**src/rtl/bus_arbiter.sv**
```systemverilog
// Round-robin arbiter for the shared serial bus: grant, valid/ready handshake,
// fixed-length transfer window, then a one-cycle release/turnaround.
module bus_arbiter #(
    parameter int NUM_MASTERS = 2,
    parameter int ADDR_LEN    = 12,
    parameter int DATA_LEN    = 8,
    parameter int TIMEOUT     = 64
) (
    input  logic                           clk,
    input  logic                           reset,
    input  logic [NUM_MASTERS-1:0]         req,
    input  logic [NUM_MASTERS-1:0]         m_valid,
    input  logic                           slave_ready,
    output logic [NUM_MASTERS-1:0]         grant,
    output logic [$clog2(NUM_MASTERS)-1:0] grant_id,
    output logic                           bus_valid,
    output logic                           bus_busy,
    output logic                           timeout_err
);
    localparam int IDW = $clog2(NUM_MASTERS);
    localparam int WW  = $clog2(TIMEOUT + 1);
    localparam int XW  = $clog2(ADDR_LEN + 1);
    localparam logic [NUM_MASTERS-1:0] ONE_HOT0 = NUM_MASTERS'(1);

    typedef enum logic [1:0] {IDLE, GRANTED, TRANSFER, RELEASE} state_t;

    // Data shifts alongside address, so the window must cover both.
    generate
        if (NUM_MASTERS < 2 || NUM_MASTERS > 8) begin : g_bad_masters
            $error("bus_arbiter: NUM_MASTERS must be 2..8");
        end
        if (DATA_LEN < 1 || DATA_LEN > ADDR_LEN) begin : g_bad_data_len
            $error("bus_arbiter: DATA_LEN must be 1..ADDR_LEN");
        end
    endgenerate

    state_t                  state, state_n;
    logic [NUM_MASTERS-1:0]  grant_n;
    logic [IDW-1:0]          gid_n;
    logic [IDW-1:0]          last_grant, last_n;
    logic [WW-1:0]           wait_cnt, wait_n;
    logic [XW-1:0]           xfer_cnt, xfer_n;
    logic                    terr_n;
    logic [IDW-1:0]          cand;
    logic [IDW-1:0]          pick_id;
    logic                    pick_vld;
    logic                    handshake;

    assign bus_valid = (state == GRANTED) && |(m_valid & grant);
    assign bus_busy  = (state != IDLE);
    assign handshake = bus_valid & slave_ready;

    // Scan upward from the master after the last owner, wrapping.
    always_comb begin
        pick_vld = 1'b0;
        pick_id  = '0;
        cand     = '0;
        for (int i = 1; i <= NUM_MASTERS; i++) begin
            cand = IDW'((int'(last_grant) + i) % NUM_MASTERS);
            if (!pick_vld && req[cand]) begin
                pick_vld = 1'b1;
                pick_id  = cand;
            end
        end
    end

    always_comb begin
        state_n = state;
        grant_n = grant;
        gid_n   = grant_id;
        last_n  = last_grant;
        wait_n  = wait_cnt;
        xfer_n  = xfer_cnt;
        terr_n  = 1'b0;
        case (state)
            IDLE: begin
                if (pick_vld) begin
                    grant_n = ONE_HOT0 << pick_id;
                    gid_n   = pick_id;
                    wait_n  = '0;
                    state_n = GRANTED;
                end
            end
            GRANTED: begin
                // Handshake has priority over a coincident timeout.
                if (handshake) begin
                    xfer_n  = XW'(ADDR_LEN);
                    state_n = TRANSFER;
                end else if (!req[grant_id]) begin
                    grant_n = '0;
                    state_n = RELEASE;
                end else if (wait_cnt == WW'(TIMEOUT - 1)) begin
                    terr_n  = 1'b1;
                    grant_n = '0;
                    state_n = RELEASE;
                end else begin
                    wait_n  = wait_cnt + 1'b1;
                end
            end
            TRANSFER: begin
                xfer_n = xfer_cnt - 1'b1;
                if (xfer_cnt == XW'(1)) begin
                    grant_n = '0;
                    state_n = RELEASE;
                end
            end
            RELEASE: begin
                last_n  = grant_id;
                state_n = IDLE;
            end
            default: state_n = IDLE;
        endcase
    end

    always_ff @(posedge clk or posedge reset) begin
        if (reset) begin
            state       <= IDLE;
            grant       <= '0;
            grant_id    <= '0;
            last_grant  <= IDW'(NUM_MASTERS - 1);
            wait_cnt    <= '0;
            xfer_cnt    <= '0;
            timeout_err <= 1'b0;
        end else begin
            state       <= state_n;
            grant       <= grant_n;
            grant_id    <= gid_n;
            last_grant  <= last_n;
            wait_cnt    <= wait_n;
            xfer_cnt    <= xfer_n;
            timeout_err <= terr_n;
        end
    end
endmodule

```
**config.mk**
```make
export PLATFORM = sky130hd
export DESIGN_NAME = bus_arbiter
export DESIGN_NICKNAME = d
export VERILOG_FILES = /design/src/rtl/bus_arbiter.sv
export SDC_FILE = /design/constraint.sdc
export NUM_CORES = 1
export LEC_CHECK = 0
export BUFFER_PORTS_ARGS = -buffer_cell sky130_fd_sc_hd__buf_4
export CORE_MARGIN = 5
export CORE_UTILIZATION = 35
export CTS_BUF_LIST = sky130_fd_sc_hd__clkbuf_8
export DETAILED_ROUTE_END_ITERATION = 10
export PLACE_DENSITY = 0.6
export SLEW_MARGIN = 20
export SYNTH_ARGS = -nofsm -noshare
export SYNTH_HDL_FRONTEND = slang
export SYNTH_SLANG_ARGS = --single-unit
```
**constraint.sdc**
```tcl
create_clock -name clk -period 1.9 [get_ports clk]
set_input_delay 0.19 -clock clk [delete_from_list [all_inputs] [get_ports clk]]
set_output_delay 0.19 -clock clk [all_outputs]
set_load 0.01 [all_outputs]
```
==> impl.org <==
** Clock tree
- The cell sitting at the root of the clock tree is a sky130_fd_sc_hd__clkbuf_8.
- H-tree depth :: 1
- TritonCTS clock tree :: done
- For this design, the CTS-stage hold fixing added 0 buffers.
- The clock passes through at most 2 buffers.
- CTS Sinks :: 18
- Number of CTS-inserted buffers :: 3
- Clock latency on the worst-skew pair :: 0.26 ns
- After clock tree synthesis, the clock-pin slew on the worst setup and hold paths is 0.07 ns.

** Timing
- Number of hold violations in the final report :: 0
- In this run the tightest slew margin relative to its limit is 51.2%.
- Highest Clock Rate :: 544 MHz
- Setup violations remaining at the end of the flow were counted as 0.
- Worst Hold Margin :: 0.0534 ns
- Time the final worst path needs with I/O delays and setup :: 1.84 ns
- Of the available clock period, the critical path in the final layout requires 96.8%.
- Max Transition Viols Final :: 0
- In the post-route analysis, the smallest setup slack over all paths is 0.0604 ns.
- At the pin with the least slew margin, the transition time is 0.731 ns.
- Clock skew on the completed layout was measured at 0.00306 ns.

** Place
- Number of port buffers :: 12
- Counting tap cells, the placed design contains a total of 173 instances.
- Post-detailed-placement cell area :: 1350 um^2
- OpenSTA, run right after detailed placement, puts the worst setup slack at -0.0222 ns.
- Summed over all nets, the half-perimeter wirelength after detailed placement is 1900 um.
- The congestion estimate from routability-driven global placement came to 0.832.

** Drt
- Total routed wirelength :: 2540 um
- Using the TritonRoute via totals, the vias-per-cell ratio works out to 5.48.
- Via count of the routed design :: 976
- Post-route DRC violation count :: 0
- DRT iter0 DRCs :: 63
- After detailed routing, the average wire length per cell comes to 14.3 um.
- Antenna-violating nets left :: 0
- Router iterations before antenna repair :: 4

** Yosys
- Number of register bits inferred by synthesis :: 18
- The synthesized netlist occupies a cell area of 1150 um^2.
- Net Count, Synth :: 128
- The synthesized design contains 0 enable-type register cells.
- The synthesized netlist contains 47 unique library cells.
- Per-instance average area after synthesis :: 10.2 um^2
- Fraction of registers with async set/reset :: 100%
- Predominant post-synthesis flop cell :: sky130_fd_sc_hd__dfrtp_1
- Post-synthesis cell count :: 112
- Of the synthesized area, sequential elements account for 39.4%.
- Total of warnings raised by yosys :: 0

** Power
- Across the VDD grid, the largest voltage drop is 0.774 mV.
- Summed over all nets, the switching power comes to 859 uW.
- Switching fraction of total power :: 39.5%
- The internal power of the cells totals 1.31 mW.
- Leakage component of the power :: 0.622 nW
- Of the total power, the clock network draws 14.8%.
- Power share of the combinational group :: 55.2%
- Flop pwr share :: 30.0%
- For this design the ratio of total power to cell area is 1520 nW/um^2.

** Worst setup path
- Arr. time, crit path :: 1.98 ns
- The critical path in this run is classified as register to register.
- At the worst endpoint, the required time is 2.04 ns.
- Critical path startpoint category :: register
- Nature of the critical path endpoint :: register
- Worst Path Max Fanout :: 3

** Global route
- Remaining global-route overflow :: 0
- Vias in the first global route :: 1026
- The first global-routing pass estimated 4570 um of wire.
- All-Layer GR Usage :: 13.1%
- Entering global routing, the biggest net connects 19 pins.
- The initial antenna violation count is 0.

** Floorplan
- Number of rows created at floorplan :: 20
- Number of primary I/O pins :: 13
- Die span in x :: 67.3 um
- Total die area :: 4520 um^2
- The region available for standard cell placement spans 3100 um^2.
- Initial core utilization :: 37.0%
- The die is 67.3 um tall.

** Final layout
- Synthesis-to-layout area growth :: 24.4%
- Cells fill 46.0% of the core in the end.
- Post-layout instance area :: 1430 um^2
- The count of cells in the finished layout, fillers not included, comes to 178.
- Number of antenna repair diodes :: 0
- Of the cells placed in the final design, the portion with a size suffix greater than 1 is 32.8%.
- Net count reported at finish :: 151

** Worst hold path
- In this run the worst hold path is classified as primary input to async pin.

** Status
- Outcome :: finished, final reports clean

** Flow run
- Max-cap violations :: 0
==> repair_timing <==
action / CTS / global route
resized for setup: 1 / 4
endpoints found under the setup margin: 3 / 3
hold endpoints to repair: 0 / 0
gates cloned: 0 / 0
setup buffers: 0 / 1
pin swaps: 0 / 1
==> worst max-delay path, stage by stage, from the launching register on <==
cell                        delay, ns
sky130_fd_sc_hd__dfrtp_1         0.40
sky130_fd_sc_hd__inv_2           0.07
sky130_fd_sc_hd__ha_1            0.14
sky130_fd_sc_hd__or3b_2          0.45
sky130_fd_sc_hd__a21boi_2        0.22
sky130_fd_sc_hd__o2111ai_2       0.15
sky130_fd_sc_hd__mux2_2          0.29
==> final timing paths <==
check                       startpoint           to  slack (ns)  cells after the start
max reg2reg                xfer_cnt[1]     grant[0]        0.06                      6
min reg2reg                wait_cnt[5]  wait_cnt[5]        0.48                      1
min in group clk                req[0]     grant_id        0.26                      3
max in group asynchronous        reset     grant[0]        1.38                      2
min                              reset  wait_cnt[1]        0.05                      2
max                        xfer_cnt[1]     grant[0]        0.06                      6
==> final cells by class <==
cell class | instances | area, um^2
fillers | 318 | 1680
multi-input cells | 80 | 667
flip-flops and latches | 18 | 452
repair buffers | 21 | 158
clock buffers | 4 | 55.1
well taps | 44 | 55.1
inverters | 11 | 41.3
==> metrics by stage <==
stage                     setup TNS (ns)  total power, mW
after global placement                 0             1.79
after CTS                              0             2.15
after global routing            -0.00504             2.36
after floorplan                        0             1.44
final                                  0             2.17
after detailed placement         -0.0405             1.81
==> power by group through the flow <==
stage | Sequential, mW | Combinational, mW | Clock, mW
6_report | 0.652 | 1.20 | 0.322
5_1_grt | 0.671 | 1.34 | 0.347
4_1_cts | 0.648 | 1.17 | 0.335
3_5_place_dp | 0.654 | 1.16 | 0
3_3_place_gp | 0.651 | 1.14 | 0
2_1_floorplan | 0.651 | 0.793 | 0
==> per-layer routing <==
layer	share of wire (%)	global-route usage [%]
met2	49	21.5
met1	47	16.5
met3	3.4	3.66
met5	0	0
met4	0.39	4.05
==> state kept, by name, indices dropped and copies added, names as in the netlist <==
name / cells
timeout_err: 1
grant: 2
grant_id: 1
xfer_cnt: 4
last_grant: 1
wait_cnt: 7
state: 2
==> cell usage in the layout (no fill, tap or decap), types with 3 or more instances in the layout <==
cell type	synthesis	final
sky130_fd_sc_hd__dfrtp_1	17	17
sky130_fd_sc_hd__a31oi_1	7	7
sky130_fd_sc_hd__o21ai_0	4	3
sky130_fd_sc_hd__nand2_1	4	4
sky130_fd_sc_hd__ha_1	9	8
sky130_fd_sc_hd__nand3_1	5	5
sky130_fd_sc_hd__clkbuf_8	0	4
sky130_fd_sc_hd__inv_1	11	8
sky130_fd_sc_hd__mux2_2	4	4
sky130_fd_sc_hd__buf_4	0	21
sky130_fd_sc_hd__inv_2	0	3
==> cells by family after synthesis <==
kind of cell | after synthesis | synth area share (%)
muxes | 5 | 4.80
adders and majority gates | 9 | 9.81
AOI/OAI and AO/OA | 34 | 23.1
DFF | 18 | 39.4
and+or+nand+nor | 32 | 18.1
buffers and inverters | 14 | 4.80
==> Yosys cell counts (2+ instances only) <==
| library cell | n | area [um^2] |
|---|---|---|
| sky130_fd_sc_hd__nor2_1 | 2 | 7.51 |
| sky130_fd_sc_hd__nand2_1 | 4 | 15.0 |
| sky130_fd_sc_hd__buf_2 | 2 | 10.0 |
| sky130_fd_sc_hd__and4_1 | 2 | 17.5 |
| sky130_fd_sc_hd__nand3_1 | 5 | 25.0 |
| sky130_fd_sc_hd__nand4_1 | 2 | 12.5 |
| sky130_fd_sc_hd__nand3b_1 | 2 | 15.0 |
| sky130_fd_sc_hd__ha_1 | 9 | 113 |
| sky130_fd_sc_hd__a21oi_1 | 2 | 10.0 |
| sky130_fd_sc_hd__a22o_1 | 2 | 17.5 |
| sky130_fd_sc_hd__o31ai_1 | 2 | 15.0 |
| sky130_fd_sc_hd__o211ai_1 | 2 | 15.0 |
| sky130_fd_sc_hd__o21ai_0 | 4 | 20.0 |
| sky130_fd_sc_hd__inv_1 | 11 | 41.3 |
| sky130_fd_sc_hd__mux2_2 | 4 | 45.0 |
| sky130_fd_sc_hd__a31oi_1 | 7 | 43.8 |
| sky130_fd_sc_hd__nor3b_1 | 2 | 15.0 |
| sky130_fd_sc_hd__a211oi_1 | 2 | 15.0 |
| sky130_fd_sc_hd__and3_1 | 2 | 12.5 |
| sky130_fd_sc_hd__dfrtp_1 | 17 | 425 |
Power figures use the tool's default switching activity.
